--- src/rtl/alu_rs.sv ---
`default_nettype none
// ============================================================================
// Module   : alu_rs
// Purpose  : Reservation station in front of the ALU. Holds decoded ALU ops
//            until both source operands are available (at dispatch or via
//            CDB broadcast), then issues the oldest ready op through a
//            registered output stage. Storage is a collapsing queue with
//            index 0 holding the oldest entry.
// Ports    : clk, rst (sync, active-low), flush
//            disp_*   : dispatch request / operands / tags, disp_ready back
//            cdb_*    : result broadcast used for wakeup and capture
//            issue_*  : registered output stage with valid/ready handshake
//            count    : number of occupied entries
// Options  : `define ALU_RS_BYPASS_EN lets a fully-ready dispatch load the
//            output stage directly when no queued op is ready and the stage
//            is free or draining.
// Revision : 1.0 - initial release
// ============================================================================
module alu_rs #(
    parameter int DEPTH  = 4,
    parameter int DATA_W = 32,
    parameter int TAG_W  = 4,
    parameter int OP_W   = 4
) (
    input  logic                       clk,
    input  logic                       rst,
    input  logic                       flush,
    // dispatch
    input  logic                       disp_valid,
    output logic                       disp_ready,
    input  logic [OP_W-1:0]            disp_opSel,
    input  logic [4:0]                 disp_shamt,
    input  logic [TAG_W-1:0]           disp_dest_tag,
    input  logic                       disp_src1_rdy,
    input  logic                       disp_src2_rdy,
    input  logic [DATA_W-1:0]          disp_src1_val,
    input  logic [DATA_W-1:0]          disp_src2_val,
    input  logic [TAG_W-1:0]           disp_src1_tag,
    input  logic [TAG_W-1:0]           disp_src2_tag,
    // common data bus
    input  logic                       cdb_valid,
    input  logic [TAG_W-1:0]           cdb_tag,
    input  logic [DATA_W-1:0]          cdb_data,
    // issue
    output logic                       issue_valid,
    input  logic                       issue_ready,
    output logic [DATA_W-1:0]          issue_operand1,
    output logic [DATA_W-1:0]          issue_operand2,
    output logic [4:0]                 issue_shamt,
    output logic [OP_W-1:0]            issue_opSel,
    output logic [TAG_W-1:0]           issue_dest_tag,
    // occupancy
    output logic [$clog2(DEPTH+1)-1:0] count
);

    localparam int c_idx_w = $clog2(DEPTH);
    localparam int c_cnt_w = $clog2(DEPTH+1);

    // ------------------------------------------------------------------------
    // Entry storage. Validity is implied by position: entry i is valid when
    // i < r_count, so no per-entry valid bit is kept.
    // ------------------------------------------------------------------------
    logic [OP_W-1:0]    r_op    [DEPTH];
    logic [4:0]         r_shamt [DEPTH];
    logic [TAG_W-1:0]   r_dest  [DEPTH];
    logic               r_s1rdy [DEPTH];
    logic [DATA_W-1:0]  r_s1val [DEPTH];
    logic [TAG_W-1:0]   r_s1tag [DEPTH];
    logic               r_s2rdy [DEPTH];
    logic [DATA_W-1:0]  r_s2val [DEPTH];
    logic [TAG_W-1:0]   r_s2tag [DEPTH];
    logic [c_cnt_w-1:0] r_count;

    // Output stage registers
    logic               r_iss_vld;
    logic [DATA_W-1:0]  r_iss_op1;
    logic [DATA_W-1:0]  r_iss_op2;
    logic [4:0]         r_iss_shamt;
    logic [OP_W-1:0]    r_iss_opsel;
    logic [TAG_W-1:0]   r_iss_dest;

    // Source state after this cycle's CDB wakeup
    logic               w_wk_s1rdy [DEPTH];
    logic [DATA_W-1:0]  w_wk_s1val [DEPTH];
    logic               w_wk_s2rdy [DEPTH];
    logic [DATA_W-1:0]  w_wk_s2val [DEPTH];

    // Incoming entry with dispatch-time CDB capture applied
    logic               w_new_s1rdy;
    logic [DATA_W-1:0]  w_new_s1val;
    logic               w_new_s2rdy;
    logic [DATA_W-1:0]  w_new_s2val;

    // Select result
    logic               w_cand;
    logic [c_idx_w-1:0] w_cand_idx;
    logic [DATA_W-1:0]  w_cand_op1;
    logic [DATA_W-1:0]  w_cand_op2;
    logic [4:0]         w_cand_shamt;
    logic [OP_W-1:0]    w_cand_opsel;
    logic [TAG_W-1:0]   w_cand_dest;

    logic               w_accept;
    logic               w_stage_free;
    logic               w_load;
    logic               w_bypass;
    logic               w_wr_en;
    logic [c_cnt_w-1:0] w_wr_pos;

    // ------------------------------------------------------------------------
    // Handshake and control
    // ------------------------------------------------------------------------
    // Readiness depends only on current occupancy; an issue in the same cycle
    // does not open a slot for dispatch.
    assign disp_ready   = (r_count < c_cnt_w'(DEPTH));
    assign w_accept     = disp_valid && disp_ready;
    assign w_stage_free = !r_iss_vld || issue_ready;
    assign w_load       = w_cand && w_stage_free;

    assign w_new_s1rdy  = disp_src1_rdy || (cdb_valid && (disp_src1_tag == cdb_tag));
    assign w_new_s1val  = disp_src1_rdy ? disp_src1_val : cdb_data;
    assign w_new_s2rdy  = disp_src2_rdy || (cdb_valid && (disp_src2_tag == cdb_tag));
    assign w_new_s2val  = disp_src2_rdy ? disp_src2_val : cdb_data;

`ifdef ALU_RS_BYPASS_EN
    // Queued ready ops always win over the bypass so issue order stays
    // oldest-first among ready ops.
    assign w_bypass = w_accept && w_new_s1rdy && w_new_s2rdy && !w_cand && w_stage_free;
`else
    assign w_bypass = 1'b0;
`endif

    assign w_wr_en  = w_accept && !w_bypass;
    // The new entry lands just past the last survivor after the collapse.
    assign w_wr_pos = r_count - c_cnt_w'(w_load);

    // ------------------------------------------------------------------------
    // Select: lowest-index valid entry whose registered ready bits are both
    // set. Wakeups of this cycle are deliberately not visible here.
    // ------------------------------------------------------------------------
    always_comb begin
        w_cand       = 1'b0;
        w_cand_idx   = '0;
        w_cand_op1   = '0;
        w_cand_op2   = '0;
        w_cand_shamt = '0;
        w_cand_opsel = '0;
        w_cand_dest  = '0;
        for (int i = 0; i < DEPTH; i++) begin
            if (!w_cand && (c_cnt_w'(i) < r_count) && r_s1rdy[i] && r_s2rdy[i]) begin
                w_cand       = 1'b1;
                w_cand_idx   = c_idx_w'(i);
                w_cand_op1   = r_s1val[i];
                w_cand_op2   = r_s2val[i];
                w_cand_shamt = r_shamt[i];
                w_cand_opsel = r_op[i];
                w_cand_dest  = r_dest[i];
            end
        end
    end

    // ------------------------------------------------------------------------
    // Per-entry wakeup, collapse and write
    // ------------------------------------------------------------------------
    generate
        for (genvar i = 0; i < DEPTH; i++) begin : g_ent
            // Neighbour that slides into this slot when an older entry leaves.
            localparam int c_up = (i < DEPTH-1) ? i + 1 : i;

            logic w_hit1;
            logic w_hit2;
            logic w_take_up;
            logic w_wr;

            assign w_hit1 = !r_s1rdy[i] && cdb_valid && (r_s1tag[i] == cdb_tag);
            assign w_hit2 = !r_s2rdy[i] && cdb_valid && (r_s2tag[i] == cdb_tag);

            assign w_wk_s1rdy[i] = r_s1rdy[i] || w_hit1;
            assign w_wk_s1val[i] = w_hit1 ? cdb_data : r_s1val[i];
            assign w_wk_s2rdy[i] = r_s2rdy[i] || w_hit2;
            assign w_wk_s2val[i] = w_hit2 ? cdb_data : r_s2val[i];

            assign w_take_up = w_load && (c_idx_w'(i) >= w_cand_idx);
            assign w_wr      = w_wr_en && (w_wr_pos == c_cnt_w'(i));

            // Contents of slots at or above r_count are don't-care, so these
            // registers need no reset or flush clearing.
            always_ff @(posedge clk) begin
                if (w_wr) begin
                    r_op[i]    <= disp_opSel;
                    r_shamt[i] <= disp_shamt;
                    r_dest[i]  <= disp_dest_tag;
                    r_s1rdy[i] <= w_new_s1rdy;
                    r_s1val[i] <= w_new_s1val;
                    r_s1tag[i] <= disp_src1_tag;
                    r_s2rdy[i] <= w_new_s2rdy;
                    r_s2val[i] <= w_new_s2val;
                    r_s2tag[i] <= disp_src2_tag;
                end else if (w_take_up) begin
                    r_op[i]    <= r_op[c_up];
                    r_shamt[i] <= r_shamt[c_up];
                    r_dest[i]  <= r_dest[c_up];
                    r_s1rdy[i] <= w_wk_s1rdy[c_up];
                    r_s1val[i] <= w_wk_s1val[c_up];
                    r_s1tag[i] <= r_s1tag[c_up];
                    r_s2rdy[i] <= w_wk_s2rdy[c_up];
                    r_s2val[i] <= w_wk_s2val[c_up];
                    r_s2tag[i] <= r_s2tag[c_up];
                end else begin
                    r_s1rdy[i] <= w_wk_s1rdy[i];
                    r_s1val[i] <= w_wk_s1val[i];
                    r_s2rdy[i] <= w_wk_s2rdy[i];
                    r_s2val[i] <= w_wk_s2val[i];
                end
            end
        end
    endgenerate

    // ------------------------------------------------------------------------
    // Occupancy and output stage
    // ------------------------------------------------------------------------
    always_ff @(posedge clk) begin
        if (!rst) begin
            r_count     <= '0;
            r_iss_vld   <= 1'b0;
            r_iss_op1   <= '0;
            r_iss_op2   <= '0;
            r_iss_shamt <= '0;
            r_iss_opsel <= '0;
            r_iss_dest  <= '0;
        end else if (flush) begin
            // Output data deliberately holds; only the valid bit drops.
            r_count   <= '0;
            r_iss_vld <= 1'b0;
        end else begin
            r_count <= r_count + c_cnt_w'(w_wr_en) - c_cnt_w'(w_load);
            if (w_load) begin
                r_iss_vld   <= 1'b1;
                r_iss_op1   <= w_cand_op1;
                r_iss_op2   <= w_cand_op2;
                r_iss_shamt <= w_cand_shamt;
                r_iss_opsel <= w_cand_opsel;
                r_iss_dest  <= w_cand_dest;
            end else if (w_bypass) begin
                r_iss_vld   <= 1'b1;
                r_iss_op1   <= w_new_s1val;
                r_iss_op2   <= w_new_s2val;
                r_iss_shamt <= disp_shamt;
                r_iss_opsel <= disp_opSel;
                r_iss_dest  <= disp_dest_tag;
            end else if (issue_ready) begin
                r_iss_vld <= 1'b0;
            end
        end
    end

    assign issue_valid    = r_iss_vld;
    assign issue_operand1 = r_iss_op1;
    assign issue_operand2 = r_iss_op2;
    assign issue_shamt    = r_iss_shamt;
    assign issue_opSel    = r_iss_opsel;
    assign issue_dest_tag = r_iss_dest;
    assign count          = r_count;

endmodule
`default_nettype wire

--- config.mk ---
export PLATFORM = sky130hd
export DESIGN_NAME = alu_rs
export DESIGN_NICKNAME = d
export VERILOG_FILES = /design/src/rtl/alu_rs.sv
export SDC_FILE = /design/constraint.sdc
export NUM_CORES = 1
export LEC_CHECK = 0
export CAP_MARGIN = 40
export CELL_PAD_IN_SITES_DETAIL_PLACEMENT = 1
export CELL_PAD_IN_SITES_GLOBAL_PLACEMENT = 1
export CORE_MARGIN = 2
export CORE_UTILIZATION = 42
export CTS_BUF_LIST = sky130_fd_sc_hd__clkbuf_8 sky130_fd_sc_hd__clkbuf_16
export DETAILED_ROUTE_END_ITERATION = 12
export PLACE_DENSITY_LB_ADDON = 0.1
export SLEW_MARGIN = 20
export SYNTH_ARGS = -nofsm -noshare
export SYNTH_HDL_FRONTEND = slang
export SYNTH_SLANG_ARGS = --single-unit
--- constraint.sdc ---
create_clock -name clk -period 3.6 [get_ports clk]
set_input_delay 0.72 -clock clk [delete_from_list [all_inputs] [get_ports clk]]
set_output_delay 0.72 -clock clk [all_outputs]
set_load 0.01 [all_outputs]
# Word level (Yosys, flattened, before mapping)
# Memories as Yosys holds them, arrays and structs flattened.
# Index checks and enable logic that the tools add are counted.
op_classes:
  n_reduce_logical: 66
  n_addsub: 3
  n_eq_ne: 13
  bitwise: 54
  muxes: 123
  magnitude_cmp: 9
ops:
  columns: ["operator", "count"]
  rows:
  - ["2-to-1 mux 32 bit", 34]
  - ["2-to-1 mux 4 bit", 24]
  - ["2-to-1 mux 1 bit", 55]
  - ["bitwise OR 1 bit", 52]
  - ["== test 4 bit", 10]
  - ["2-to-1 mux 5 bit", 8]
  - ["logical AND 1 bit", 39]
  - ["zero test 1 bit", 12]
  - ["logical OR 1 bit", 11]
  - ["== test 3 x 2 -> 1 bit, second input constant", 2]
  - ["< comparator 1 x 3 -> 1 bit, first input constant", 2]
  - ["< comparator 2 x 3 -> 1 bit, first input constant", 2]
  - ["subtractor 3 x 1 -> 3 bit", 2]
  - [">= comparator 1 x 2 -> 1 bit, first input constant", 2]
  - [">= comparator 2 bit, first input constant", 2]
  - ["2-to-1 mux 2 bit", 2]
  - ["adder 3 x 1 -> 3 bit", 1]
  - ["== test 3 x 1 -> 1 bit, second input constant", 1]
  - ["zero test 3 bit", 1]
  - ["< comparator 3 bit, second input constant", 1]
  - ["inverter 1 bit", 2]
  - ["AND reduction 2 bit", 1]
  - ["nonzero test 2 bit", 1]
  - ["OR reduction 2 bit", 1]
word_totals:
  memories: 9
  output_inout_bits: 82
  inputBits: 129
  wordCells: 284
  reg_bits: 81
  mem_bits_rw: 348
memory_table:
  columns: ["memory", "words", "word_bits", "read_ports", "rd_ports_with_merged_regs", "write_ports", "line_no", "rtl"]
  rows:
  - ["r_s1val", 4, 32, 4, 0, 4, "67", "logic [DATA_W-1:0] r_s1val [DEPTH];"]
  - ["r_s2val", 4, 32, 4, 0, 4, "70", "logic [DATA_W-1:0] r_s2val [DEPTH];"]
  - ["r_shamt", 4, 5, 4, 0, 4, "64", "logic [4:0] r_shamt [DEPTH];"]
  - ["r_dest", 4, 4, 4, 0, 4, "65", "logic [TAG_W-1:0] r_dest [DEPTH];"]
  - ["r_op", 4, 4, 4, 0, 4, "63", "logic [OP_W-1:0] r_op [DEPTH];"]
  - ["r_s1tag", 4, 4, 4, 0, 4, "68", "logic [TAG_W-1:0] r_s1tag [DEPTH];"]
  - ["3 more memories", null, null, null, null, null, null, null]

# Logic depth before layout (Yosys ltp)
depth:
  ltp_word: 27
  mapped_depth: 14
  ltp_nobuf: 11

# Least setup slack after synthesis
# OpenSTA, ideal clock, no wires.
synth_timing:
  path_type: "reg2reg"
  start: "register r_count[2], in the netlist count[2]"
  end: "memory r_s1val[2][12], data pin"
  path_stages_with_launch: 13
  slack_ns: -0.437
  required_time_ns: 3.292
  n_path_buf: 3
  synth_period_minus_slack_ns: 4.037
  setup_ns: 0.308
  arrival_time_ns: 3.729
  cell_sequence: "dfxtp_1 -> inv_1 -> ha_1 -> and3b_1 -> buf_2 -> a21oi_2 -> a211oi_4 -> ha_1 -> or3_1 -> o22ai_1 -> clkbuf_1 -> clkbuf_1 -> o221ai_1"
synth_rtl:
  columns: ["element", "line_no", "rtl"]
  rows:
  - ["start: declaration", "72", "logic [c_cnt_w-1:0] r_count;"]
  - ["start signal: assignment", "236", "r_count <= r_count + c_cnt_w'(w_wr_en) - c_cnt_w'(w_load);"]
  - ["end: declaration", "67", null]

==> flow_summary.toml <==
[status]
status = "complete, no violations"

[global_routing]
grt_usage_pct = 30.7
grt_pass1_wl_um = 137000
grt_max_degree = 107
grt_overflow = 0
antenna_found_initial = 1
grt_pass1_vias = 21400

[timing]
holdWs_ns = 0.549
rsz0062_at_grt = "no"
finalCritPeriodShare_pct = 91.8
worst_pin_slew_ns = 0.782
clock_skew_ns = 0.0248
max_freq_mhz = 303
maxSlewViolCount = 0
post-route-min-period_ns = 3.30
finalSetupViolations = 0
relSlewSlack_pct = 47.8
hold_viol = 0

[drt]
firstDrtPassIters = 5
ant_nets = 0
drt_iter0_markers = 1767
routedWlPerCell_um = 27.1
vias = 20800
wirelength_um = 92200
drc = 0
routed_via_density = 6.11

[yosys]
ys_warn_count = 0
netlist_instances = 2290
synth_edf_count = 348
synth_area_mm2 = 0.0241
yosys.cell_types.count = 57
synth_fa_ha_area_share_pct = 0.291
ys_seq_area_share_pct = 50.1
avgSynthCellArea_um2 = 10.5
yosysTopAreaCell = "edfxtp_1"
synthArstFlopShare_pct = 0
synth_top_family_by_area = "compound AO/OA/AOI/OAI gates"
muxShareOfSynthArea_pct = 17.2
synth_compound_area_share_pct = 18.7
synth_common_cells = "edfxtp_1 (348), mux2i_1 (306), o21ai_0 (282), nand2_1 (267), clkbuf_1 (169)"
ys.flop_type = "edfxtp_1"
synthDominantCellAreaShare_pct = 43.4
ys_ff_latch = 429
yosysMostFrequentCell = "edfxtp_1"
synth-xor-area-share_pct = 0.910
synthTopCellsByArea = "edfxtp_1 (43%), mux2i_1 (13%), dfxtp_1 (6.7%), o21ai_0 (5.9%), nand2_1 (4.2%)"
synthSimpleGateAreaFrac_pct = 8.16

[cts]
clock_sinks = 429
cts.clk_slew.worst_paths_ns = 0.06
cts_hold_buf = 0
post_cts_buffers = 0
htreeDepth = 2
clock_path_buffers = 3
cts_tree = "yes"
numCtsBuffers = 51
insertion_delay_ns = 0.62
cts.root.buffer_cell = "clkbuf_16"
ctsResizeCount = 0

[floorplanning]
fp-row-count = 87
ios = 211
die_w_um = 243
dieArea_mm2 = 0.0593
fp.dieH_um = 243
design.core.area_mm2 = 0.0565
start_util_pct = 42.6

[critical_path]
r2r-start = "count[1]$_SDFF_PP0_"
rrSetupSlack_ns = 0.30
critPathMaxFanout = 29
crit_type = "register to register"
worst_r2r_endpoint = "r_s1val[2][24]$_DFFE_PP_"
worst_setup_path_end_kind = "register"
critPathLaunchType = "register"
cp.required_ns = 3.94
cp.arrival_ns = 3.64
reg2reg_depth = 11

[run]
maxCapViolCount = 0

[min_path]
min_path_cells = 2
worstHoldEndpoint = "r_s2tag[1][3]$_DFFE_PP_"
min_from = "r_s2tag[2][3]$_DFFE_PP_"
min_path_type = "register to register"

[power_and_ir_drop]
seqPwrFrac_pct = 43.8
ir_drop_mv = 0.366
total_power_mw = 16.4
p_sw_share_pct = 32.1
combPwrFrac_pct = 26.2
p_int_mw = 11.1
power_density_mw_per_mm2 = 549
p_sw_mw = 5.24
p_leak_nw = 11.1
p_clk_share_pct = 30.0

[finish]
n_antenna_cell = 0
nFillCells = 6103
layout-drive-gt1-share_pct = 11.0
area.growth.synth_to_final_pct = 23.8
fin_nets = 2739

[placement]
gp_congestion = 0.829
post-dp-hpwl_um = 56700
numPortBuffers = 210
==> cell type report <==
type	instances	area, um^2	area share, %
clock inverter	36	158	0.529
inverter	27	101	0.340
clock buffer	60	1410	4.73
multi-input combinational	1793	11800	39.7
timing repair buffer	303	3300	11.1
sequential	429	12100	40.5
tap	756	946	3.17
==> cell families after synthesis <==
group / count (synthesis)
mux: 396
buf+inv: 267
fa+ha+maj: 5
compound gates: 695
simple gates: 472
flops: 429
xor+xnor: 25
other cells: 1
==> layout by cell type (no fill, tap or decap), types with 5 or more instances in the layout <==
master           instances
a21o_1                  56
a21oi_1                 52
a222oi_1                 5
a22o_1                  14
a31oi_1                 81
buf_12                  36
buf_4                   55
clkbuf_16               52
clkbuf_8                 8
clkdlybuf4s50_1        207
clkinv_1                 7
conb_1                 200
dfxtp_1                 81
edfxtp_1               348
inv_1                   49
mux2_2                  70
mux2_4                  20
mux2i_1                306
nand2_1                266
nand2b_1                 5
nand3_1                 23
nand4_1                 24
nor2_1                 117
nor3_1                   5
o211ai_1                57
o21ai_0                281
o221ai_1               113
o22a_1                   8
xnor2_1                 11
xor2_1                  14
==> metrics by stage <==
step | area (um^2) | utilization [%] | TNS, ns | instances | setup slack (ns)
final | 29800 | 52.8 | 0 | 3404 | 0.296
after global routing | 29800 | 52.8 | 0 | 3404 | 0.170
after CTS | 29800 | 52.8 | 0 | 3404 | 0.283
after detailed placement | 28200 | 50.0 | 0 | 3308 | 0.188
after global placement | 28100 | 49.8 | 0 | 3304 | 0.229
after floorplan | 24800 | - | -16.04 | 2489 | -0.251
==> per-layer routing <==
| metal | up-vias | GRT usage, % | share of wire [%] |
|---|---|---|---|
| met5 | - | 0 | 0 |
| met4 | 0 | 12.6 | 4.1 |
| met3 | 215 | 3.13 | 5.6 |
| met2 | 788 | 53.0 | 49 |
| met1 | 10700 | 39.2 | 41 |
| li1 | 9109 | - | - |
==> worst max path at each step <==
stage / end / slack (ns) / start
floorplan: r_s1val[0][0]$_DFFE_PP_ / -0.25 / count[2]$_SDFF_PP0_
global placement: r_s2val[1][23]$_DFFE_PP_ / 0.23 / issue_ready
detailed placement: r_s1val[2][24]$_DFFE_PP_ / 0.19 / issue_ready
CTS: r_s1val[2][24]$_DFFE_PP_ / 0.28 / count[1]$_SDFF_PP0_
global route: r_s1val[2][24]$_DFFE_PP_ / 0.17 / count[1]$_SDFF_PP0_
finish: r_s1val[2][24]$_DFFE_PP_ / 0.30 / count[1]$_SDFF_PP0_
==> power groups by stage <==
stage / sequential [mW] / combinational [mW] / clock (mW)
after global routing: 7.25 / 4.60 / 5.15
after CTS: 7.15 / 4.26 / 4.97
final: 7.16 / 4.29 / 4.91
after detailed placement: 7.24 / 4.24 / 0
after global placement: 7.19 / 4.06 / 0
after floorplan: 7.10 / 2.46 / 0
==> sequential cells by signal (all words and copies together) (netlist names) <==
signal	cells
issue_operand2	32
r_s1rdy	4
r_op	16
issue_valid	1
r_s2tag	16
r_s2rdy	4
issue_opSel	4
issue_dest_tag	4
r_shamt	20
r_s2val	128
r_s1val	128
issue_shamt	5
count	3
r_dest	16
issue_operand1	32
r_s1tag	16
==> worst max-delay path: stages, from the launching register on <==
cell	delay, ns
dfxtp_1	0.36
inv_1	0.11
ha_1	0.26
and3b_2	0.32
a21oi_2	0.12
a211oi_4	0.26
ha_1	0.30
or3_1	0.46
o22ai_4	0.22
buf_12	0.27
buf_12	0.18
o221ai_1	0.14
(Power assumes the default switching activity.)
